===== src/rtl/fnd_scan_controller.sv =====
// Scan controller for a 4-digit multiplexed 7-segment display: slot timing, anti-ghost
// blanking, per-frame digit snapshot and leading-zero suppression; all outputs registered.
module fnd_scan_controller #(
    parameter int CLK_DIV      = 100000,
    parameter int BLANK_CYCLES = 1000
) (
    input  logic        i_clk,
    input  logic        i_reset,
    input  logic [15:0] i_digits,
    input  logic        i_lz_en,
    input  logic        i_display_on,
    output logic [1:0]  o_digit_position,
    output logic        o_En,
    output logic [3:0]  o_digit_value,
    output logic        o_frame_tick
);

    localparam int CW = (CLK_DIV > 2) ? $clog2(CLK_DIV) : 1;
    localparam logic [CW-1:0] LAST_COUNT = CW'(CLK_DIV - 1);
    localparam logic [CW-1:0] BLANK_LAST = CW'(BLANK_CYCLES - 1);

    typedef enum logic {BLANK, SHOW} state_t;

    state_t        state, state_next;
    logic [CW-1:0] count, count_next;
    logic [15:0]   snapshot, snapshot_next;
    logic [1:0]    position_next;
    logic [3:0]    value_next;
    logic          en_next;
    logic          tick_next;
    logic          wrap;

    // Digit k>0 is dark when leading-zero suppression is on and digits 3..k are all zero.
    function automatic logic suppressed(input logic [1:0] pos, input logic [15:0] snap,
                                        input logic lz);
        logic zero_above;
        zero_above = 1'b1;
        for (int k = 1; k <= 3; k++) begin
            if (k >= int'(pos)) zero_above = zero_above & (snap[4*k +: 4] == 4'h0);
        end
        return lz && (pos != 2'd0) && zero_above;
    endfunction

    always_comb begin
        // NOTE: every combinational output gets a default first so no path infers a latch.
        state_next    = state;
        position_next = o_digit_position;
        snapshot_next = snapshot;
        value_next    = o_digit_value;
        tick_next     = 1'b0;
        wrap          = (count == LAST_COUNT);
        count_next    = wrap ? '0 : count + 1'b1;

        case (state)
            BLANK: if (count == BLANK_LAST) state_next = SHOW;
            SHOW:  if (wrap)                state_next = BLANK;
            default:                        state_next = BLANK;
        endcase

        // Position, value and snapshot move only on the edge that enters BLANK.
        if (wrap) begin
            position_next = o_digit_position + 2'd1;
            if (o_digit_position == 2'd3) begin
                snapshot_next = i_digits;
                tick_next     = 1'b1;
            end
            value_next = snapshot_next[{position_next, 2'b00} +: 4];
        end

        en_next = 1'b1;
        if (state_next == SHOW)
            en_next = ~i_display_on | suppressed(position_next, snapshot_next, i_lz_en);
    end

    // NOTE: sequential state uses non-blocking assignments so all registers update together.
    always_ff @(posedge i_clk or posedge i_reset) begin
        if (i_reset) begin
            state            <= BLANK;
            count            <= '0;
            snapshot         <= 16'h0000;
            o_digit_position <= 2'd0;
            o_digit_value    <= 4'h0;
            o_En             <= 1'b1;
            o_frame_tick     <= 1'b0;
        end else begin
            state            <= state_next;
            count            <= count_next;
            snapshot         <= snapshot_next;
            o_digit_position <= position_next;
            o_digit_value    <= value_next;
            o_En             <= en_next;
            o_frame_tick     <= tick_next;
        end
    end

endmodule


===== config.mk =====
export PLATFORM = sky130hd
export DESIGN_NAME = fnd_scan_controller
export DESIGN_NICKNAME = d
export VERILOG_FILES = /design/src/rtl/fnd_scan_controller.sv
export SDC_FILE = /design/constraint.sdc
export NUM_CORES = 1
export LEC_CHECK = 0
export CAP_MARGIN = 25
export CORE_ASPECT_RATIO = 1.2
export CORE_UTILIZATION = 45
export DETAILED_ROUTE_END_ITERATION = 7
export GPL_TIMING_DRIVEN = 0
export PLACE_DENSITY = 0.7
export SLEW_MARGIN = 20
export SYNTH_ARGS = -nofsm -noshare
export SYNTH_HDL_FRONTEND = slang
export SYNTH_SLANG_ARGS = --single-unit

===== constraint.sdc =====
create_clock -name i_clk -period 6.7 [get_ports i_clk]
set_clock_uncertainty 0.1 [all_clocks]
set_input_delay 0.67 -clock i_clk [delete_from_list [all_inputs] [get_ports i_clk]]
set_output_delay 0.67 -clock i_clk [all_outputs]
set_load 0.005 [all_outputs]

==> reports/metrics.csv, run 1 <==
metric;value;unit
status;completed;
most frequent cell after synthesis;dfrtp_1;
Cell variety after synth;36;
largest net degree at the start of global routing;27;
static leakage;1.094;nW
Max rail drop VDD;0.0001186;V
Area contributors post-synth;dfrtp_1 (49%), mux4_2 (8.5%), mux2_4 (7.1%);
Worst EP required;6.78;ns
Final Power;0.0004981;W
DR vias/cell;5.635;
Vias;1465;
Reg power frac;52.6;%
Final Slew Violations;0;
Logic pwr share;6.2;%
RSZ-0062 raised after global routing;false;
H-tree depth;2;
post-DR wirelength/cell;16.63;um
Net Switching;0.00009829;W
Hold Vio Cnt, Final;0;
PwrDens;192.2;nW/um^2
asr flop ratio synth;100.0;%
PostCTS Resize Cnt;0;
internal power;0.0003998;W
Starting Density;48.15;%
Area Growth Syn to Fin;22.54;%
first-pass GRT wire length;7.424;mm
fraction of layout cells with a size suffix above 1;20.59;%
io pins;28;
Avg Synthesized Cell Area;12.59;sq um
# DRC;0;
Die Area;4978;sq um
Max Fanout on Critical Path;10;
DIE HEIGHT;77.09;um
post-route ant nets;0;
FP Rows;26;
# port buffers;27;
hold_sp;count[0];
total wire length;4.324;mm
Hold Buf Count CTS;0;
antenna violations before repair;0;
total global-route track usage;19.82;%
Worst R2R Start;count[11];
synth warn;0;
EDFF count, synth;0;
Root Driver;clkbuf_8;
Clock Sinks;42;
area share of the largest cell type after synthesis;48.52;%
CTS tree;yes;
Worst-Skew Late Latency;0.29;ns
Core Box Area;4392;sq um
CP Class;flop to flop;
antenna diode count;0;
fmax;0.3859;GHz
Pre-antenna DRT Iters;4;
die width;64.58;um
Slew headroom;57.55;%
final RePlAce weighted congestion;0.8615;
post-CTS setup buffers;0;
crit end category;flop;
r2r worst-path depth;5;
final net count;225;
crit path time final;2.592;ns
post-synthesis cell count;168;
Worst Hold Path EP;count[0];
initial DRC count;104;
Synth Register Bits;42;
clock share of power;41.2;%
setup TNS;0;ns
CP Launch Type;flop;
Final Cycle Share;38.68;%
most frequent cells after synthesis;dfrtp_1 (41), nand2_1 (15), mux2_4 (10);
Worst-Margin Slew;0.6320;ns
HPWL after DPL;3.104;mm
worst endpoint data arrival time;2.67;ns
hold crit path type;flop to flop;
hold path cells;1;
Main synth FF type;dfrtp_1;
Clock Path Buffers;2;
Seq/Total Area, Yosys;49.76;%
R2R setup slack;4.11;ns
Clock transition at path regs;0.07;ns
max-capacitance violation count;0;
grt total ovfl;0;
Yosys top cell by area;dfrtp_1;
switching share of power;19.74;%
Num CTS Buffers;5;
Mapped Area;2115;sq um
syn nets;190;
RR Endpoint;snapshot[7];
# setup viols final;0;
vias in the first global route;1569;
worst max-delay path by stage:
stage	startpoint	to	slack, ns	depth (start not counted)
final	count[11]	snapshot[7]	4.11	5
after floorplan	count[11]	snapshot[10]	4.40	5
after detailed placement	count[11]	snapshot[5]	4.13	5
after global placement	i_reset	count[9]	4.14	2
after CTS	count[11]	snapshot[5]	4.12	5
after global routing	count[11]	snapshot[7]	4.03	5
stage by stage:
step                instance area, sq um  hold slack, ns  util, %  instances  setup slack [ns]
global route                        2591          0.3865    59.00        260             4.026
CTS                                 2591          0.3671    59.00        260             4.121
finish                              2591          0.3646    59.00        260             4.108
detailed placement                  2475          0.3566    56.35        252             4.126
floorplan                           2115          0.3245        -        168             4.398
global placement                    2455          0.3397    55.90        251             4.136
power by group through the flow:
stage               combinational, W  sequential, W  clock, W
detailed placement         0.0000311       0.000267         0
global placement           0.0000286       0.000267         0
floorplan                  0.0000143       0.000266         0
global route               0.0000335       0.000263  0.000219
CTS                        0.0000313       0.000262  0.000211
finish                     0.0000307       0.000262  0.000205
layout by cell type (no fill, tap or decap), drive strengths merged:
cell type,n
mux2i,5
and3,3
a21oi,1
or4b,1
inv,3
and2,3
o221ai,1
xor2,8
buf,3
nand3,6
bufinv,1
ha,2
nor2,8
or4,4
nand4,6
dfrtp,41
o21a,1
or4bb,1
nor3,3
xnor2,6
nand4b,2
mux2,16
o31ai,1
or2,2
o21ai,4
clkbuf,11
clkdlybuf4s50,27
nand2,16
a31oi,1
nor4,7
dfstp,1
nor3b,1
mux4,8
worst max-delay path, stage by stage (launching register included):
cell and delay (ns):
dfrtp_1 0.45, or4_4 0.60, nor4_4 0.63, nand2_4 0.18
buf_6 0.21, mux2_4 0.30
cell families (layout without fill, tap and decap cells):
group / after synthesis / after routing / synth area share (%)
simple gates: 63 / 63 / 17.46
compound gates: 9 / 9 / 2.604
buf+inv: 9 / 45 / 2.011
fa+ha+maj: 2 / 2 / 1.183
xor+xnor: 14 / 14 / 5.799
flops: 42 / 42 / 49.76
mux: 29 / 29 / 21.18
flip-flops by register name, summed over array words and instances, names as in the netlist:
signal,flops
count,17
o_En,1
o_digit_position,2
o_digit_value,4
o_frame_tick,1
snapshot,16
state,1
layer usage:
metal / track usage, % / wire, um / vias to the layer above
li1: - / - / 688
met2: 34.42 / 2359 / 30
met3: 4.613 / 125 / 8
met1: 23.13 / 1761 / 739
met4: 8.000 / 77 / 0
met5: 0 / 0 / -
layout make-up:
class / instances / area [sq um]
clock buffers: 7 / 86.33
plain buffers: 6 / 31.28
clock inverters: 1 / 30.03
multi-input cells: 117 / 1020
repair buffers: 28 / 290.3
well taps: 56 / 70.07
fillers: 365 / 1800
flip-flops and latches: 42 / 1052
inverters: 3 / 11.26
Power figures use the tool's default switching activity.
==> run 2: changes to the inputs <==
- clock period: 6.7 -> 2.6 ns (I/O delays scaled with it)
==> run 2 against run 1 <==
Net effect: first-iteration DRC count increased by 13%; largest cell class unchanged; routed wire length increased by 0.32%; highest routed layer unchanged; critical path depth decreased by 1; clock power increased to 2.6 times the previous value; non-clock buffer count increased by 2.
==> reports/metrics.csv, run 2 (synthesis results as in run 1) <==
metric;value;unit
Final Cycle Share;92.76;%
Clock transition at path regs;0.07;ns
# setup viols final;0;
crit-path cells;or4_4, or4_1, and2_1, or2_2;
R2R setup slack;0.19;ns
PostCTS Resize Cnt;0;
max reg flops;17;
first-pass GRT wire length;7.424;mm
Pre-antenna DRT Iters;4;
Slew headroom;67.09;%
crit-path leading delay family;simple AND/OR/NAND/NOR gates;
Most flops, register;count;
crit path time final;2.412;ns
Starting Density;48.15;%
# port buffers;27;
Regs by FF count;count: 17 flops, snapshot: 16 flops, o_digit_value: 4 flops;
Die Area;4978;sq um
Worst EP required;2.68;ns
setup TNS;0;ns
Reg area;1052;sq um
antenna diode count;0;
# fillers;363;
Max Fanout on Critical Path;6;
Clock Sinks;42;
FP Rows;26;
Final Slew Violations;0;
# DRC;0;
Core Box Area;4392;sq um
Hold Vio Cnt, Final;0;
initial DRC count;118;
fraction of layout cells with a size suffix above 1;21.36;%
critical path's slowest cell;or4_1;
CP max stage delay;0.66;ns
Num CTS Buffers;5;
static leakage;1.105;nW
hold crit path type;input port to asynchronous set/reset pin;
max-capacitance violation count;0;
HPWL after DPL;3.104;mm
CP Class;flop to flop;
io pins;28;
Clock Path Buffers;2;
post-CTS setup buffers;0;
PwrDens;492.5;nW/um^2
most frequent cells in the layout;dfrtp_1 (41), clkdlybuf4s50_1 (27), nand2_1 (15);
area of the multi-input gates;1020;sq um
Final Power;0.001284;W
Vias;1493;
RSZ-0062 raised after global routing;false;
CP Launch Type;flop;
CTS tree;yes;
final RePlAce weighted congestion;0.8615;
largest net degree at the start of global routing;27;
fmax;0.4146;GHz
worst endpoint data arrival time;2.49;ns
final net count;227;
DR vias/cell;5.698;
Worst Path Buf+Inv;0;
Area Growth Syn to Fin;23.25;%
total global-route track usage;19.82;%
status;completed;
H-tree depth;2;
post-route ant nets;0;
DIE HEIGHT;77.09;um
final cell count without fillers;262;
crit end category;flop;
Hold Buf Count CTS;0;
Max rail drop VDD;0.0003057;V
most common cell after layout, fill and taps aside;dfrtp_1;
vias in the first global route;1569;
dpl cells;252;
post-DR wirelength/cell;16.56;um
total wire length;4.338;mm
antenna violations before repair;0;
grt total ovfl;0;
Worst-Skew Late Latency;0.29;ns
Root Driver;clkbuf_8;
Worst-Margin Slew;0.4937;ns
die width;64.58;um
-- run 2: path summary, 6_finish.rpt --
check                      startpoint            to  cells after the start
max in group asynchronous     i_reset      count[8]                      3
setup / recovery            count[11]         state                      4
setup reg to reg            count[11]         state                      4
min in group i_clk           count[0]      count[0]                      1
hold reg to reg              count[0]      count[0]                      1
hold / removal                i_reset  snapshot[14]                      2
-- run 2: routing by layer --
layer	track usage [%]	part of all wire [%]	vias up
met3	4.613	3.8	12
met5	0	0	-
met4	8.000	2.1	0
li1	-	-	691
met2	34.42	54	43
met1	23.13	40	747
-- run 2: per-stage QoR --
stage | hold slack, ns | util [%] | setup WS, ns | area (sq um)
3_5_place_dp | 0.3566 | 56.35 | 0.02626 | 2475
5_1_grt | 0.1877 | 59.34 | 0.09805 | 2606
4_1_cts | 0.1591 | 59.00 | 0.02063 | 2591
3_3_place_gp | 0.3397 | 55.90 | 0.04789 | 2455
2_1_floorplan | 0.2463 | - | 0.2983 | 2115
6_report | 0.1607 | 59.34 | 0.1883 | 2606
-- run 2: area by class of cell --
cell class	count	area share [%]
clock inverter	1	1.152
timing repair buffer	30	11.71
clock buffer	7	3.313
multi-input combinational	117	39.13
inverter	3	0.4321
sequential	42	40.37
tap	56	2.688
buffer	6	1.200
-- run 2: worst reg2reg max path: cells and delay by family (launching register included) --
kind / cells / cell delay [ns]
AND/OR/NAND/NOR: 4 / 1.76
flip-flops: 1 / 0.44
-- run 2: power by group --
part	switching, W	leakage [nW]	internal, W
combinational	0.0000276	0.535	0.0000516
clock	0.000216	0.0585	0.000313
sequential	0.00000939	0.511	0.000665
total	0.000253	1.10	0.00103
